**config.mk**
```make
export PLATFORM = sky130hd
export DESIGN_NAME = sparc_ifu_thrpick_flat
export DESIGN_NICKNAME = d
export VERILOG_FILES = /design/src/rtl/sparc_ifu_thrpick_pkg.sv /design/src/rtl/sparc_ifu_thrpick_if.sv /design/src/rtl/sparc_ifu_rrarb.sv /design/src/rtl/sparc_ifu_thrpick.sv /design/src/flat_wrapper.sv
export SDC_FILE = /design/constraint.sdc
export NUM_CORES = 1
export LEC_CHECK = 0
export ABC_AREA = 1
export CAP_MARGIN = 20
export CORE_MARGIN = 5
export CORE_UTILIZATION = 41
export CTS_CLUSTER_DIAMETER = 120
export DETAILED_ROUTE_END_ITERATION = 10
export GPL_TIMING_DRIVEN = 0
export PLACE_DENSITY = 0.66
export SKIP_CTS_REPAIR_TIMING = 1
export SLEW_MARGIN = 10
export SYNTH_ARGS = -nofsm -noshare
export SYNTH_HDL_FRONTEND = slang
export SYNTH_SLANG_ARGS = --single-unit
```
**constraint.sdc**
```tcl
create_clock -name clk -period 3.9 [get_ports clk]
set_input_delay 0.78 -clock clk [delete_from_list [all_inputs] [get_ports clk]]
set_output_delay 0.78 -clock clk [all_outputs]
set_load 0.01 [all_outputs]
```
**src/rtl/sparc_ifu_thrpick_pkg.sv**
```systemverilog
// Shared IFU thread-switch codes: thread FSM state encodings, picker states, helpers.
// Used by the picker top, its arbiter and the per-thread FSMs.
package sparc_ifu_thrpick_pkg;

  localparam int unsigned THR_N  = 4;
  localparam int unsigned THR_SW = 5;

  typedef enum logic [4:0] {
    THR_IDLE     = 5'b00000,
    THR_WAIT     = 5'b00001,
    THR_HALT     = 5'b00010,
    THR_RUN      = 5'b00101,
    THR_SPEC_RUN = 5'b00111,
    THR_SPEC_RDY = 5'b10011,
    THR_RDY      = 5'b11001
  } thr_state_e;

  typedef enum logic [1:0] {
    P_IDLE = 2'd0,
    P_ACK  = 2'd1,
    P_RUN  = 2'd2,
    P_SWO  = 2'd3
  } pick_state_e;

  function automatic logic thr_is_ready(input logic [4:0] s);
    return s == THR_RDY;
  endfunction

  function automatic logic thr_is_spec(input logic [4:0] s);
    return s == THR_SPEC_RDY;
  endfunction

  function automatic logic thr_is_running(input logic [4:0] s);
    return (s == THR_RUN) || (s == THR_SPEC_RUN);
  endfunction

  function automatic logic [1:0] onehot_idx(input logic [3:0] oh);
    logic [1:0] idx;
    idx = '0;
    for (int unsigned i = 0; i < 4; i++) begin
      if (oh[i]) idx = 2'(i);
    end
    return idx;
  endfunction

endpackage

```
**src/rtl/sparc_ifu_thrpick_if.sv**
```systemverilog
// Picker <-> thread FSM / fetch control signal bundle.
// master = picker side, slave = thread FSMs and fetch control.
interface sparc_ifu_thrpick_if;
  logic [19:0] thr_state;
  logic        fcl_swl_swout_req;
  logic        pick_hold;
  logic [3:0]  schedule;
  logic        switch_out;
  logic [3:0]  run_thr;

  modport master (
    input  thr_state, fcl_swl_swout_req, pick_hold,
    output schedule, switch_out, run_thr
  );

  modport slave (
    output thr_state, fcl_swl_swout_req, pick_hold,
    input  schedule, switch_out, run_thr
  );
endinterface

```
**src/rtl/sparc_ifu_rrarb.sv**
```systemverilog
// Combinational 4-way round-robin arbiter; search starts at ptr+1 and wraps,
// so ptr itself is the last candidate and a lone requester always wins.
module sparc_ifu_rrarb (
  input  logic [3:0] req,
  input  logic [1:0] ptr,
  output logic [3:0] gnt
);

  logic [1:0] idx;

  always_comb begin
    gnt = '0;
    idx = ptr;
    for (int unsigned k = 1; k <= 4; k++) begin
      idx = ptr + 2'(k);
      if (req[idx] && (gnt == '0)) gnt[idx] = 1'b1;
    end
  end

endmodule

```
**src/rtl/sparc_ifu_thrpick.sv**
```systemverilog
// IFU thread picker / switch controller. Optional time-slice forced switch is
// built when IFU_THRPICK_TIMESLICE_EN is defined.
module sparc_ifu_thrpick
  import sparc_ifu_thrpick_pkg::*;
#(
  parameter int unsigned NUM_THR = 4
`ifdef IFU_THRPICK_TIMESLICE_EN
  , parameter int unsigned TSLICE_W = 6
  , parameter logic [TSLICE_W-1:0] TSLICE = TSLICE_W'(32)
`endif
) (
  input logic                 clk,
  input logic                 reset,
  sparc_ifu_thrpick_if.master ifu
);

  logic [NUM_THR-1:0] ready_v;
  logic [NUM_THR-1:0] spec_v;
  logic [NUM_THR-1:0] run_v;
  logic [3:0]         rdy_gnt;
  logic [3:0]         spec_gnt;
  logic [3:0]         win;
  logic               any_elig;
  logic               other_elig;
  logic               running_cur;
  logic               swout_cond;

  pick_state_e state, state_nxt;
  logic [3:0]  run_thr_q, run_thr_nxt;
  logic [1:0]  rr_ptr, rr_ptr_nxt;
  logic [3:0]  sched;
  logic        swo;

  for (genvar i = 0; i < NUM_THR; i++) begin : g_thr
    logic [4:0] st;
    assign st         = ifu.thr_state[5*i +: 5];
    assign ready_v[i] = thr_is_ready(st);
    assign spec_v[i]  = thr_is_spec(st);
    assign run_v[i]   = thr_is_running(st);
  end

  sparc_ifu_rrarb u_rdy_arb (
    .req (ready_v),
    .ptr (rr_ptr),
    .gnt (rdy_gnt)
  );

  sparc_ifu_rrarb u_spec_arb (
    .req (spec_v),
    .ptr (rr_ptr),
    .gnt (spec_gnt)
  );

  // Ready class strictly outranks speculative class.
  assign win         = (rdy_gnt != '0) ? rdy_gnt : spec_gnt;
  assign any_elig    = |(ready_v | spec_v);
  assign other_elig  = |((ready_v | spec_v) & ~run_thr_q);
  assign running_cur = |(run_v & run_thr_q);

`ifdef IFU_THRPICK_TIMESLICE_EN
  logic [TSLICE_W-1:0] slice_cnt;
  logic                slice_exp;

  // Cleared in the ack cycle, which always precedes the first P_RUN cycle.
  always_ff @(posedge clk) begin
    if (reset || (state == P_ACK)) begin
      slice_cnt <= '0;
    end else if ((state == P_RUN) && (slice_cnt != TSLICE)) begin
      slice_cnt <= slice_cnt + 1'b1;
    end
  end

  assign slice_exp  = (slice_cnt == TSLICE);
  assign swout_cond = ifu.fcl_swl_swout_req | slice_exp;
`else
  assign swout_cond = ifu.fcl_swl_swout_req;
`endif

  always_comb begin
    state_nxt   = state;
    run_thr_nxt = run_thr_q;
    rr_ptr_nxt  = rr_ptr;
    sched       = '0;
    swo         = 1'b0;
    unique case (state)
      P_IDLE: begin
        if (!ifu.pick_hold && any_elig) begin
          sched       = win;
          run_thr_nxt = win;
          rr_ptr_nxt  = onehot_idx(win);
          state_nxt   = P_ACK;
        end
      end
      P_ACK: begin
        // A thread that stalls in its ack cycle never ran: drop it quietly.
        if (running_cur) begin
          state_nxt = P_RUN;
        end else begin
          run_thr_nxt = '0;
          state_nxt   = P_IDLE;
        end
      end
      P_RUN: begin
        if (!running_cur) begin
          run_thr_nxt = '0;
          state_nxt   = P_IDLE;
        end else if (swout_cond && other_elig) begin
          swo       = 1'b1;
          state_nxt = P_SWO;
        end
      end
      P_SWO: begin
        run_thr_nxt = '0;
        state_nxt   = P_IDLE;
      end
      default: begin
        run_thr_nxt = '0;
        state_nxt   = P_IDLE;
      end
    endcase
  end

  always_ff @(posedge clk) begin
    if (reset) begin
      state     <= P_IDLE;
      run_thr_q <= '0;
      rr_ptr    <= 2'd3;
    end else begin
      state     <= state_nxt;
      run_thr_q <= run_thr_nxt;
      rr_ptr    <= rr_ptr_nxt;
    end
  end

  // Pulses are Mealy outputs; gate them so a reset cycle never leaks one.
  assign ifu.schedule   = reset ? '0 : sched;
  assign ifu.switch_out = ~reset & swo;
  assign ifu.run_thr    = run_thr_q;

  a_pulse_excl : assert property (@(posedge clk) disable iff (reset)
    !((ifu.schedule != '0) && ifu.switch_out));
  a_sched_onehot : assert property (@(posedge clk) $onehot0(ifu.schedule));

endmodule

```
**src/flat_wrapper.sv**
```systemverilog
// flat-port wrapper written by rule: the top's interface ports become plain ports
module sparc_ifu_thrpick_flat import sparc_ifu_thrpick_pkg::*;
#(
  parameter int unsigned NUM_THR = 4

)
  (clk, reset, ifu_thr_state, ifu_fcl_swl_swout_req, ifu_pick_hold, ifu_schedule, ifu_switch_out, ifu_run_thr);
  sparc_ifu_thrpick_if ifu_i ();
  input logic clk;
  input logic reset;
  input wire logic [$bits(ifu_i.thr_state)-1:0] ifu_thr_state;
  input wire logic [$bits(ifu_i.fcl_swl_swout_req)-1:0] ifu_fcl_swl_swout_req;
  input wire logic [$bits(ifu_i.pick_hold)-1:0] ifu_pick_hold;
  output wire logic [$bits(ifu_i.schedule)-1:0] ifu_schedule;
  output wire logic [$bits(ifu_i.switch_out)-1:0] ifu_switch_out;
  output wire logic [$bits(ifu_i.run_thr)-1:0] ifu_run_thr;
  assign ifu_i.thr_state = ifu_thr_state;
  assign ifu_i.fcl_swl_swout_req = ifu_fcl_swl_swout_req;
  assign ifu_i.pick_hold = ifu_pick_hold;
  assign ifu_schedule = ifu_i.schedule;
  assign ifu_switch_out = ifu_i.switch_out;
  assign ifu_run_thr = ifu_i.run_thr;
  sparc_ifu_thrpick #(.NUM_THR(NUM_THR)) u_core (.clk(clk), .reset(reset), .ifu(ifu_i));
endmodule
```
Yosys cells after proc, flatten, opt, wreduce, memory -nomap -nowiden
Index checks and enable logic that the tools add are counted.
W data, S select, Z words.
- $add $sub $neg: 3
- $lt $le $gt $ge: 8
- equal/unequal tests: 22
- muxes and demuxes: 50
- bitwise operators: 12
- reductions and logical operators: 32
- operators with widths (operator ; count):
    $mux W4 ; 14
    $eq A5 B3 Y1 const B ; 8
    $eq A5 B5 Y1 const B ; 8
    $or A4 B4 Y4 ; 7
    $logic_not A4 Y1 ; 6
    $bmux W1 S2 ; 8
    $mux W1 ; 16
    $logic_and A1 B1 Y1 ; 12
    $lt A2 B3 Y1 const B ; 4
    $mux W2 ; 6
    $pmux W4 S3 ; 1
    $reduce_or A4 Y1 ; 3
    $and A4 B4 Y4 ; 2
    $demux W1 S2 ; 4
    $ge A2 B1 Y1 const B ; 4
    $pmux W2 S4 ; 1
    $reduce_and A2 Y1 ; 3
    $add A2 B2 Y2 const B ; 2
    $eq A2 B2 Y1 const B ; 2
    $logic_or A1 B1 Y1 ; 4
    $not A4 Y4 ; 1
    $reduce_bool A4 Y1 ; 1
    $ne A3 B3 Y1 const B ; 1
    $add A2 B1 Y2 const B ; 1
    other kinds (8) ; 8
- flip-flop bits (word level): 8
- bits of input ports: 24
- logic and storage cells: 130

Logic depth before layout (Yosys ltp)
Gate-level depths: netlist (run 1).
- word-level depth: 20
- depth in mapped cells: 25
- mapped depth without buffers: 25

Hierarchy
A second synthesis (run 1) with hierarchy kept.
- cell total of the unflattened synthesis: 305
- area, all modules: 1823.0 µm²
- by module, submodules not included (module ; times used ; cells each ; area each (µm²) ; sequential area each (µm²)):
    sparc_ifu_rrarb ; 2 ; 84 ; 490.5 ; 0.0
    sparc_ifu_thrpick ; 1 ; 137 ; 842.1 ; 160.2

Worst setup path before layout (run 1)
Ideal clock, no wire load.
- kind: register to output
- start: register u_core.rr_ptr[0]
- end: output ifu_schedule[3]
- arrival: 2614 ps
- required time: 3120 ps
- setup slack: 506 ps
- stages on the path, launching flop included: 22
- path through: dfxtp_1 buf_6 inv_4 buf_6 ha_1 inv_1 nand3_1 nand2_2 o31ai_2 nand3_1 nand3_2 nor2_2 nand3_1 nand2_2 nor2_2 nand3_1 nand2_2 nor2_4 nand3_2 nand2_2 nand2_1 nor2_1
- cells in the longest elaborated chain, start to end: 20
- RTL lines (item ; RTL line ; text):
    start: declaration ; sparc_ifu_thrpick.sv:30 ; logic [1:0] rr_ptr, rr_ptr_nxt;
    start signal: assignment ; sparc_ifu_thrpick.sv:131 ; rr_ptr <= rr_ptr_nxt;
    $add A2 B1 Y2 ; sparc_ifu_rrarb.sv:15 ; idx = ptr + 2'(k);
    $lt A2 B3 Y1 (implied by the code) or $ge A2 B1 Y1 (tied branches) ; sparc_ifu_rrarb.sv:16 ; if (req[idx] && (gnt == '0)) gnt[idx] = 1'b1;
    $logic_and A1 B1 Y1 (implied by the code) ; sparc_ifu_rrarb.sv:16 ;
    $mux W1 (implied by the code) ; sparc_ifu_rrarb.sv:16 ;
    $demux W1 S2 ; sparc_ifu_rrarb.sv:16 ;
    $mux W4 ; sparc_ifu_rrarb.sv:16 ;
    $logic_not A4 Y1 ; sparc_ifu_rrarb.sv:16 ;
    $logic_and A1 B1 Y1 ; sparc_ifu_rrarb.sv:16 ;
    (+4 left out) ; -- ;
    $logic_not A4 Y1 ; sparc_ifu_rrarb.sv:16 ;
    $logic_and A1 B1 Y1 ; sparc_ifu_rrarb.sv:16 ;
    $mux W4 ; sparc_ifu_rrarb.sv:16 ;
    $reduce_bool A4 Y1 ; sparc_ifu_thrpick.sv:55 ; assign win = (rdy_gnt != '0) ? rdy_gnt : spec_gnt;
    $mux W4 (*) ; sparc_ifu_thrpick.sv:55 ;
    $mux W4 (*) ; sparc_ifu_thrpick.sv:87 ; if (!ifu.pick_hold && any_elig) begin
    $mux W4 (*) ; sparc_ifu_thrpick.sv:85 ; unique case (state)
    $mux W4 (*) ; sparc_ifu_thrpick.sv:136 ; assign ifu.schedule = reset ? '0 : sched;
    end: declaration ; flat_wrapper.sv:14 ; output wire logic [$bits(ifu_i.schedule)-1:0] ifu_schedule;
Every way passes the cells marked *; elsewhere a longest branch is shown, timed or not. The select of a mux whose other input is x is not followed.

Worst setup path in the final report (run 1)
- start: input ifu_thr_state[5]
- end: output ifu_schedule[3]
- cells in the longest elaborated chain, start to end: 18
- RTL lines (item ; RTL line ; text):
    start: declaration ; flat_wrapper.sv:11 ; input wire logic [$bits(ifu_i.thr_state)-1:0] ifu_thr_state;
    $eq A5 B5 Y1 ; sparc_ifu_thrpick_pkg.sv:26 ; return s == THR_RDY;
    $bmux W1 S2 ; sparc_ifu_rrarb.sv:16 ;
    $mux W1 (implied by the code) ; sparc_ifu_rrarb.sv:16 ;
    $mux W4 ; sparc_ifu_rrarb.sv:16 ;
    $logic_not A4 Y1 ; sparc_ifu_rrarb.sv:16 ;
    $logic_and A1 B1 Y1 ; sparc_ifu_rrarb.sv:16 ;
    $mux W4 ; sparc_ifu_rrarb.sv:16 ;
    $logic_not A4 Y1 ; sparc_ifu_rrarb.sv:16 ;
    (+2 left out) ; -- ;
    $logic_not A4 Y1 ; sparc_ifu_rrarb.sv:16 ;
    $logic_and A1 B1 Y1 ; sparc_ifu_rrarb.sv:16 ;
    $mux W4 ; sparc_ifu_rrarb.sv:16 ;
    $reduce_bool A4 Y1 ; sparc_ifu_thrpick.sv:55 ;
    $mux W4 ; sparc_ifu_thrpick.sv:55 ;
    $mux W4 (*) ; sparc_ifu_thrpick.sv:87 ;
    $mux W4 (*) ; sparc_ifu_thrpick.sv:85 ;
    $mux W4 (*) ; sparc_ifu_thrpick.sv:136 ;
Marked as above.

==> results of run 1 <==
[layer usage]
layer  vias to the layer above  GRT usage  routed length, um
li1                       1061          -                  -
met1                       886      0.223               2270
met2                        38      0.293               2370
met3                         6     0.0219                170
met4                         0     0.0328                 38
met5                         -          0                  0
[critical path, stage by stage]
cell      delay (ns)
clkbuf_2        0.12
nand3_2         0.10
nor2_4          0.17
nand2_2         0.08
nand3_2         0.07
nand3_2         0.07
nand2_1         0.09
inv_2           0.05
nand3_2         0.08
nand3_2         0.11
nor2_4          0.16
nand3_2         0.08
nand2_2         0.11
nor2_4          0.06
nand3_2         0.07
nand2_2         0.08
nor2_4          0.16
buf_6           0.12
nand3_2         0.07
nand2_2         0.10
nand2_2         0.05
nor2_1          0.08
buf_2           0.14
[per-stage QoR]
| stage | setup slack [ns] | utilization |
|---|---|---|
| 2_1_floorplan | 0.506 | - |
| 3_3_place_gp | -0.652 | 0.511 |
| 5_1_grt | -0.116 | 0.641 |
| 3_5_place_dp | -0.713 | 0.511 |
| 4_1_cts | -0.713 | 0.521 |
| 6_report | 0.0999 | 0.641 |
[Yosys cell counts (all sizes together)]
master   number
a211oi        1
a21o          1
a21oi         8
a311oi        1
a31oi         3
and3          1
buf           4
clkinv        1
dfxtp         8
ha           11
inv          57
nand2        92
nand3        53
nand4         3
nor2         33
nor3          5
nor4          1
o2111ai       1
o21ai         9
o31ai         2
or2           2
[power by group through the flow]
stage | combinational, mW | clock, mW | sequential, mW
after detailed placement | 0.450 | 0 | 0.124
after floorplan | 0.331 | 0 | 0.122
after global routing | 0.654 | 0.109 | 0.126
after global placement | 0.445 | 0 | 0.123
final | 0.583 | 0.103 | 0.123
after CTS | 0.453 | 0.105 | 0.122
[final cells by class]
class                           instances  area [um^2]  area share
Inverter                               58          225      0.0891
Multi-Input combinational cell        227         1540       0.608
Tap cell                               50         62.6      0.0247
Timing Repair Buffer                   54          452       0.179
Buffer                                  4         43.8      0.0173
Clock buffer                            3         41.3      0.0163
Sequential cell                         8          168      0.0663
[how the worst max path moves through the flow]
stage | endpoint | cells after the start
after floorplan | ifu_schedule[3] | 21
after detailed placement | ifu_schedule[3] | 22
after global placement | ifu_schedule[3] | 22
after CTS | ifu_schedule[3] | 22
final | ifu_schedule[3] | 23
after global routing | ifu_schedule[3] | 24
[sequential cells by signal, indices dropped and copies added, names as in the netlist]
register            count
u_core.rr_ptr           2
u_core.ifu.run_thr      4
u_core.state            2
[cells by family after synthesis]
kind of cell               count (synthesis)
AOI/OAI and AO/OA                         26
DFF                                        8
and+or+nand+nor                          190
buffers and inverters                     62
adders and majority gates                 11
==> metrics.md, run 1 <==
| Metric | Value |
|---|---|
| DRT iter0 DRCs | `between 100 and 150` |
| Post-route setup TNS | `0 ns` |
| Final wirelength | `4.85 mm` |
| Placer Congestion | `0.808` |
| Hold path depth | `2` |
| Die width | `73.3 um` |
| Clock Skew | `0.00276 ns` |
| Clock Root Buffer | `clkbuf_8` |
| Synth cell types | `34` |
| DP Cell Count | `378` |
| Post-DP Area | `about 2000 um^2` |
| Ys Warns | `0` |
| Share of Yosys cell area claimed by the top area cell type | `0.188` |
| CP startpoint kind | `primary input` |
| Placeable Area | `3940 um^2` |
| Min Hold Slack | `0.500 ns` |
| CP Max Fanout | `4` |
| Post-synthesis sequential area ratio | `0.0976` |
| Slew HR | `0.639` |
| Clk_lat worst skew | `0.23 ns` |
| CTS clk-pin slew, worst paths | `about 0.050 ns` |
| Comb power frac | `0.721` |
| CTS tree | `built` |
| Largest net degree at the start of global routing | `14` |
| Drt first pass iters | `4` |
| Simple-gate share of the synthesized area | `0.563` |
| Most frequent cells in the layout | `60 x nand2_1, 44 x inv_1, 28 x nand2_2` |
| R2R Path End | `u_core.ifu.run_thr[3]$_SDFFE_PP0P_` |
| Clock sink count | `8` |
| Mux share of post-synthesis cell area | `0` |
| Antenna viol nets, final | `0` |
| Syn Nets | `332` |
| Leakage dissipation | `1.28 nW` |
| I/O Pins | `33` |
| Pwr Density | `320 nW/um^2` |
| Commonest non-fill, non-tap cell in the layout | `nand2_1` |
| RSZ-0062 raised after global routing | `true` |
| Required time worst endpoint | `3.12 ns` |
| Max Cap Viol | `0` |
| Vias | `1,991` |
| HP Class | `reg2reg` |
| Nets | `391` |
| # rows | `23` |
| Compound-Gate Fraction of Synth Area | `0.102` |
| HPWL after DPL | `~3.5 mm` |
| Initial core utilization | `0.416` |
| Net Sw Frac | `0.497` |
| Initial antenna violation count | `0` |
| Die Y | `73.3 um` |
| CP endpoint kind | `output port` |
| Arrival time worst endpoint | `3.02 ns` |
| Cell count after synthesis | `297` |
| CTS Buffer Depth | `2` |
| Final hold vios | `0` |
| Worst vdd ir | `0.000272 V` |
| Worst Hold Launch | `u_core.ifu.run_thr[2]$_SDFFE_PP0P_` |
| FF-to-FF path depth | `23` |
| Area grow syn2layout | `54.0%` |
| Die Area | `5370 um^2` |
| Top area cells in the synthesized netlist | `nand2_1 19%, nand3_1 14%, inv_1 12%` |
| Status | `finished clean` |
| Cell area after layout | `2530 um^2` |
| Vias in the first global route | `1,740` |
| Vias per cell | `4.93` |
| Num CTS Buffers | `3` |
| N_diodes | `0` |
| Avg WL per Cell | `12.0 um` |
| Pwr Total | `roughly 0.81 mW` |
| Worst-Margin Slew | `0.536 ns` |
| Flop-to-flop setup slack | `between 1 and 1.5 ns` |
| Fin crit period | `3.80 ns` |
| Non-Filler Instances | `404` |
| Clock Power Share | `0.127` |
| Setup violators final | `0` |
| RR Startpoint | `u_core.rr_ptr[0]$_SDFFE_PP1P_` |
| Avg Cell Area, Syn | `~5.5 um^2` |
| Tcrit/Tclk final | `0.974` |
| Fillers | `369` |
| Pint | `0.407 mW` |
| Pins over their slew limit | `0` |
| FMAX | `0.263 GHz` |
| Synth Area in Adders | `0.0838` |
| #FFs+latches synth | `8` |
| GRT Total Usage | `0.169` |
| NetSw | `around 0.40 mW` |
| Setup Crit Path Kind | `in2out` |
| Global route overflow | `0` |
| Crit path from | `ifu_thr_state[5]` |
| Global-route wire length before repair | `7.45 mm` |
| H-tree levels | `1` |
| # port buffers | `31` |
| Synth area leader | `nand2_1` |
| Layout cells sized above 1 | `0.424` |
| Largest family of logic cells by synthesized area | `simple AND/OR/NAND/NOR gates` |
| Mapped Area | `about 1600 um^2` |
| DRC | `0` |
| WHS Endpoint | `u_core.ifu.run_thr[2]$_SDFFE_PP0P_` |
| Xor and xnor area share after synthesis | `0` |
| Sequential power share | `0.152` |
Power figures use the tool's default switching activity.
==> inputs of run 2 (changes only) <==
Settings changed: CORE_UTILIZATION 41 to 40, PLACE_DENSITY 0.66 to default, RECOVER_POWER from default to 50.
==> metrics.md, run 2 (synthesis results as in run 1) <==
| Metric | Value |
|---|---|
| Worst-Margin Slew | `0.534 ns` |
| FF-to-FF path depth | `22` |
| Required time worst endpoint | `roughly 3.1 ns` |
| Die Y | `74.1 um` |
| Status | `finished clean` |
| Met3 usage | `0.0189` |
| Clock sink count | `8` |
| Layout cells sized above 1 | `0.450` |
| GR met2 Demand/Resource | `0.299` |
| Leakage dissipation | `1.29 nW` |
| Initial antenna violation count | `0` |
| Worst path max stage delay | `approximately 0.16 ns` |
| RSZ-0062 raised after global routing | `true` |
| N_diodes | `0` |
| Slew HR | `0.642` |
| Pins over their slew limit | `0` |
| Fillers | `between 300 and 400` |
| Reg area | `168 um^2` |
| Vias per cell | `4.97` |
| DRT iter0 DRCs | `64` |
| Pwr Total | `0.831 mW` |
| Util after Layout | `0.658` |
| Area grow syn2layout | `60.4%` |
| Num CTS Buffers | `3` |
| # rows | `23` |
| GRT busiest layer | `met2` |
| Placeable Area | `4000 um^2` |
| Flop-to-flop setup slack | `1.07 ns` |
| DRC | `0` |
| Crit path from | `ifu_thr_state[5]` |
| R2R Path End | `u_core.rr_ptr[0]$_SDFFE_PP1P_` |
| Initial core utilization | `0.410` |
| Largest register FFs | `4` |
| CP Max Fanout | `4` |
| # port buffers | `31` |
| Max Cap Viol | `0` |
| CTS Buffer Depth | `2` |
| Antenna viol nets, final | `0` |
| Pwr Density | `between 300 and 400 nW/um^2` |
| GRT Total Usage | `0.167` |
| Arrival time worst endpoint | `around 3.1 ns` |
| Fin crit period | `3.83 ns` |
| Die width | `74.1 um` |
| I/O Pins | `33` |
| Tcrit/Tclk final | `0.983` |
| CTS clk-pin slew, worst paths | `approximately 0.040 ns` |
| H-tree levels | `1` |
| Slowest-stage cell, CP | `nor2_4` |
| CP cell instances | `clkbuf_2 > nand3_2 > nor2_4 > nand2_2 > nand3_4 > nand3_4 > nand2_4 > inv_4 > nand3_1 > nand2_2 > nor2_1 > nand3_2 > nand3_2 > nor2_4 > nand3_2 > nand2_2 > nor2_4 > buf_6 > nand3_2 > nand2_2 > nand2_2 > nor2_1 > buf_2` |
| Clock Root Buffer | `clkbuf_8` |
| Vias in the first global route | `1,745` |
| Worst Setup EP | `ifu_schedule[3]` |
| RR Startpoint | `u_core.rr_ptr[0]$_SDFFE_PP1P_` |
| Commonest non-fill, non-tap cell in the layout | `nand2_1` |
| Area of the multi-input gates | `1590 um^2` |
| CTS tree | `built` |
| Vias | `between 2,000 and 2,500` |
| Placer Congestion | `0.804` |
| HP Class | `reg2reg` |
| Largest net degree at the start of global routing | `14` |
| Setup Crit Path Kind | `in2out` |
| HPWL after DPL | `3.59 mm` |
| Final hold vios | `0` |
| CP endpoint kind | `output port` |
| Drt first pass iters | `4` |
| Clock Skew | `0.000450 ns` |
| Clk_lat worst skew | `0.22 ns` |
| Global route overflow | `0` |
| Worst vdd ir | `0.000227 V` |
| Die Area | `5480 um^2` |
| CP startpoint kind | `primary input` |
| Most frequent cells in the layout | `58 x nand2_1, 46 x inv_1, 31 x buf_4` |
| Final wirelength | `5.13 mm` |
| Nets | `399` |
| Global-route wire length before repair | `7.41 mm` |
| GR met1 Demand/Resource | `0.218` |
| Avg WL per Cell | `12.4 um` |
| Setup violators final | `0` |
| FMAX | `0.261 GHz` |
## run 2: cell types whose count changed in the layout (fill, tap and decap cells not counted), moves of 4 or more
cell and delta:
buf_4 +7, clkdlybuf4s50_1 -4, dlygate4sd3_1 +4, inv_2 -4, nand3_4 +4
## run 2: worst max-delay path: cells and delay by family
kind / cells / cell delay [ns]
and+or+nand+nor: 19 / 1.83
buffers and inverters: 4 / 0.42
## run 2: metrics by stage
step	std cells	hold WS [ns]	TNS [ns]	instance area (um^2)	setup slack (ns)
finish	412	0.492	0	2630	0.0681
detailed placement	378	0.497	-2.74	2010	-0.737
global route	412	0.525	-0.231	2630	-0.0778
global placement	378	0.498	-2.68	2010	-0.708
floorplan	297	0.497	0	1640	0.506
CTS	381	0.500	-2.78	2060	-0.747
## run 2: how the worst min path moves through the flow
stage / end / cells past startpoint / start
2_1_floorplan: u_core.state[1]$_SDFFE_PP0P_ / 2 / u_core.state[1]$_SDFFE_PP0P_
3_3_place_gp: u_core.ifu.run_thr[3]$_SDFFE_PP0P_ / 2 / u_core.ifu.run_thr[3]$_SDFFE_PP0P_
3_5_place_dp: u_core.ifu.run_thr[3]$_SDFFE_PP0P_ / 2 / u_core.ifu.run_thr[3]$_SDFFE_PP0P_
4_1_cts: u_core.ifu.run_thr[3]$_SDFFE_PP0P_ / 2 / u_core.ifu.run_thr[3]$_SDFFE_PP0P_
5_1_grt: u_core.ifu.run_thr[3]$_SDFFE_PP0P_ / 2 / u_core.ifu.run_thr[3]$_SDFFE_PP0P_
6_report: u_core.ifu.run_thr[3]$_SDFFE_PP0P_ / 2 / u_core.ifu.run_thr[3]$_SDFFE_PP0P_
## run 2: where the power goes
group          internal (mW)  switching [mW]  total, mW  leakage, nW
combinational          0.248           0.362      0.610         1.20
sequential             0.103          0.0203      0.123       0.0652
clock                 0.0667          0.0309     0.0976       0.0216
## run 2: layer usage
| layer | part of all wire | vias up |
|---|---|---|
| met2 | 0.50 | 45 |
| met1 | 0.45 | 925 |
| li1 | - | 1075 |
| met3 | 0.039 | 4 |
| met5 | 0 | - |
| met4 | 0.0070 | 0 |
## run 2: cell type report
type	count	share of cell area
multi-input cells	227	0.604
repair buffers	62	0.186
inverters	58	0.0898
flip-flops and latches	8	0.0637
well taps	50	0.0238
plain buffers	4	0.0166
clock buffers	3	0.0157
==> inputs of run 3 (changes only) <==
Settings changed: SKIP_CTS_REPAIR_TIMING 1 to default.
==> metrics.md, run 3 (synthesis results as in run 1) <==
| Metric | Value |
|---|---|
| Status | `finished clean` |
| RR Startpoint | `u_core.rr_ptr[1]$_SDFFE_PP1P_` |
| Vias | `2,112` |
| GRT busiest layer | `met2` |
| Die width | `74.1 um` |
| Worst Hold Launch | `u_core.ifu.run_thr[3]$_SDFFE_PP0P_` |
| I/O Pins | `33` |
| Arrival time worst endpoint | `3.00 ns` |
| Met3 usage | `0.0189` |
| Clock Root Buffer | `clkbuf_8` |
| Worst-Margin Slew | `~0.53 ns` |
| CTS tree | `built` |
| Commonest non-fill, non-tap cell in the layout | `nand2_1` |
| FMAX | `between 0.2 and 0.3 GHz` |
| Largest net degree at the start of global routing | `14` |
| Placer Congestion | `between 0.8 and 0.9` |
| Post-route setup TNS | `0 ns` |
| Final hold vios | `0` |
| CP cell instances | `clkbuf_2 > inv_2 > nand2_4 > nor3_4 > nand2_1 > o21ai_2 > nand2_2 > nand2_4 > nand2_4 > nand2_4 > inv_6 > nand3_2 > nand2_2 > inv_2 > nand3_2 > nor2_4 > nand3_2 > nand2_2 > nand3_2 > nand2_2 > nand2_2 > nor2_2 > buf_2` |
| Die Area | `roughly 5500 um^2` |
| Pins over their slew limit | `0` |
| Initial core utilization | `0.410` |
| HP Class | `reg2reg` |
| Tcrit/Tclk final | `0.970` |
| Final setup margin | `0.116 ns` |
| Max Cap Viol | `0` |
| Clk_lat worst skew | `0.23 ns` |
| Layout cells sized above 1 | `0.535` |
| Avg WL per Cell | `13.4 um` |
| Most frequent cells in the layout | `54 x nand2_1, 42 x inv_1, 35 x buf_4` |
| # port buffers | `31` |
| N_diodes | `0` |
| Hold path depth | `2` |
| Global route overflow | `0` |
| Required time worst endpoint | `3.12 ns` |
| Clock Skew | `0.00165 ns` |
| R2R Path End | `u_core.rr_ptr[0]$_SDFFE_PP1P_` |
| Drt first pass iters | `4` |
| Slowest-stage cell, CP | `nor3_4` |
| Leakage dissipation | `1.36 nW` |
| Area grow syn2layout | `72.6%` |
| Setup violators final | `0` |
| Die Y | `around 74 um` |
| Worst path max stage delay | `approximately 0.22 ns` |
| Crit path from | `ifu_thr_state[7]` |
| CP Max Fanout | `5` |
| Worst vdd ir | `0.000226 V` |
| Most used cell, CP | `nand2_2` |
| GR met1 Demand/Resource | `0.226` |
| # rows | `23` |
| CTS clk-pin slew, worst paths | `about 0.040 ns` |
| Flop-to-flop setup slack | `1.05 ns` |
| Vias per cell | `5.05` |
| Placeable Area | `4000 um^2` |
| Antenna viol nets, final | `0` |
| Largest register FFs | `4` |
| GRT Total Usage | `0.180` |
| CP endpoint kind | `output port` |
| Hold-fix buffers, CTS | `0` |
| Global-route wire length before repair | `8.00 mm` |
| Pwr Density | `just over 300 nW/um^2` |
| HPWL after DPL | `~3.6 mm` |
| Initial antenna violation count | `0` |
| Clock sink count | `8` |
| Nets | `roughly 400` |
| DRT iter0 DRCs | `61` |
| H-tree levels | `1` |
| CP startpoint kind | `primary input` |
| Slew HR | `0.646` |
| Num CTS Buffers | `3` |
| Vias in the first global route | `1,902` |
| Fin crit period | `3.78 ns` |
| DRC | `0` |
| Setup Crit Path Kind | `in2out` |
| FF-to-FF path depth | `21` |
| Place WS | `-0.737 ns` |
| Final wirelength | `5.61 mm` |
| GR met2 Demand/Resource | `0.336` |
| WHS Endpoint | `u_core.ifu.run_thr[3]$_SDFFE_PP0P_` |
| CTS Buffer Depth | `2` |
run 3: changes by cell type in the layout (fill, tap and decap cells not counted), sizes merged:
cell and delta:
dlymetal6s2s -4, buf +6, clkinv -1, inv +1
clkbuf +4
run 3: per-stage QoR:
| step | power (mW) | instances | hold slack [ns] | area [um^2] | util |
|---|---|---|---|---|---|
| 3_5_place_dp | 0.577 | 378 | 0.497 | 2010 | 0.504 |
| 4_1_cts | 0.761 | 395 | 0.500 | 2320 | 0.580 |
| 2_1_floorplan | 0.453 | 297 | 0.497 | 1640 | - |
| 6_report | 0.883 | 418 | 0.498 | 2830 | 0.708 |
| 3_3_place_gp | 0.575 | 378 | 0.498 | 2010 | 0.504 |
| 5_1_grt | 0.964 | 418 | 0.525 | 2830 | 0.708 |
run 3: what timing repair did:
| action | in CTS | in global routing |
|---|---|---|
| buffers inserted | 14 | 24 |
| resized for setup | 92 | 147 |
| endpoints found under the setup margin | 4 | 4 |
| pin swaps | 34 | 72 |
| gates cloned | 0 | 0 |
run 3: worst max-delay path by stage:
stage | slack [ns] | to | cells past startpoint
2_1_floorplan | 0.51 | ifu_schedule[3] | 21
4_1_cts | 0.0006 | ifu_schedule[3] | 23
3_3_place_gp | -0.71 | ifu_schedule[3] | 22
6_report | 0.12 | ifu_schedule[2] | 23
5_1_grt | -0.07 | ifu_schedule[2] | 23
3_5_place_dp | -0.74 | ifu_schedule[2] | 22
run 3: critical path, delay by kind of cell:
| family | cells | cell delay (ns) |
|---|---|---|
| AO/OA/AOI/OAI | 1 | 0.08 |
| AND/OR/NAND/NOR | 17 | 1.67 |
| buffers and inverters | 5 | 0.45 |
run 3: area by class of cell:
cell class                      count  area, um^2
Sequential cell                     8         168
Fill cell                         361        1170
Buffer                              4        43.8
Clock buffer                        3        41.3
Timing Repair Buffer               68         517
Inverter                           58         239
Tap cell                           50        62.6
Multi-Input combinational cell    227        1760
run 3: report_power, final:
| group | switching (mW) | internal [mW] |
|---|---|---|
| logic | 0.395 | 0.266 |
| clock network | 0.0318 | 0.0668 |
| registers | 0.0206 | 0.103 |
run 3: layer usage:
layer | wire (um) | vias up
met5 | 0 | -
met4 | 116 | 0
met3 | 169 | 10
met2 | 2930 | 42
met1 | 2400 | 971
li1 | - | 1089
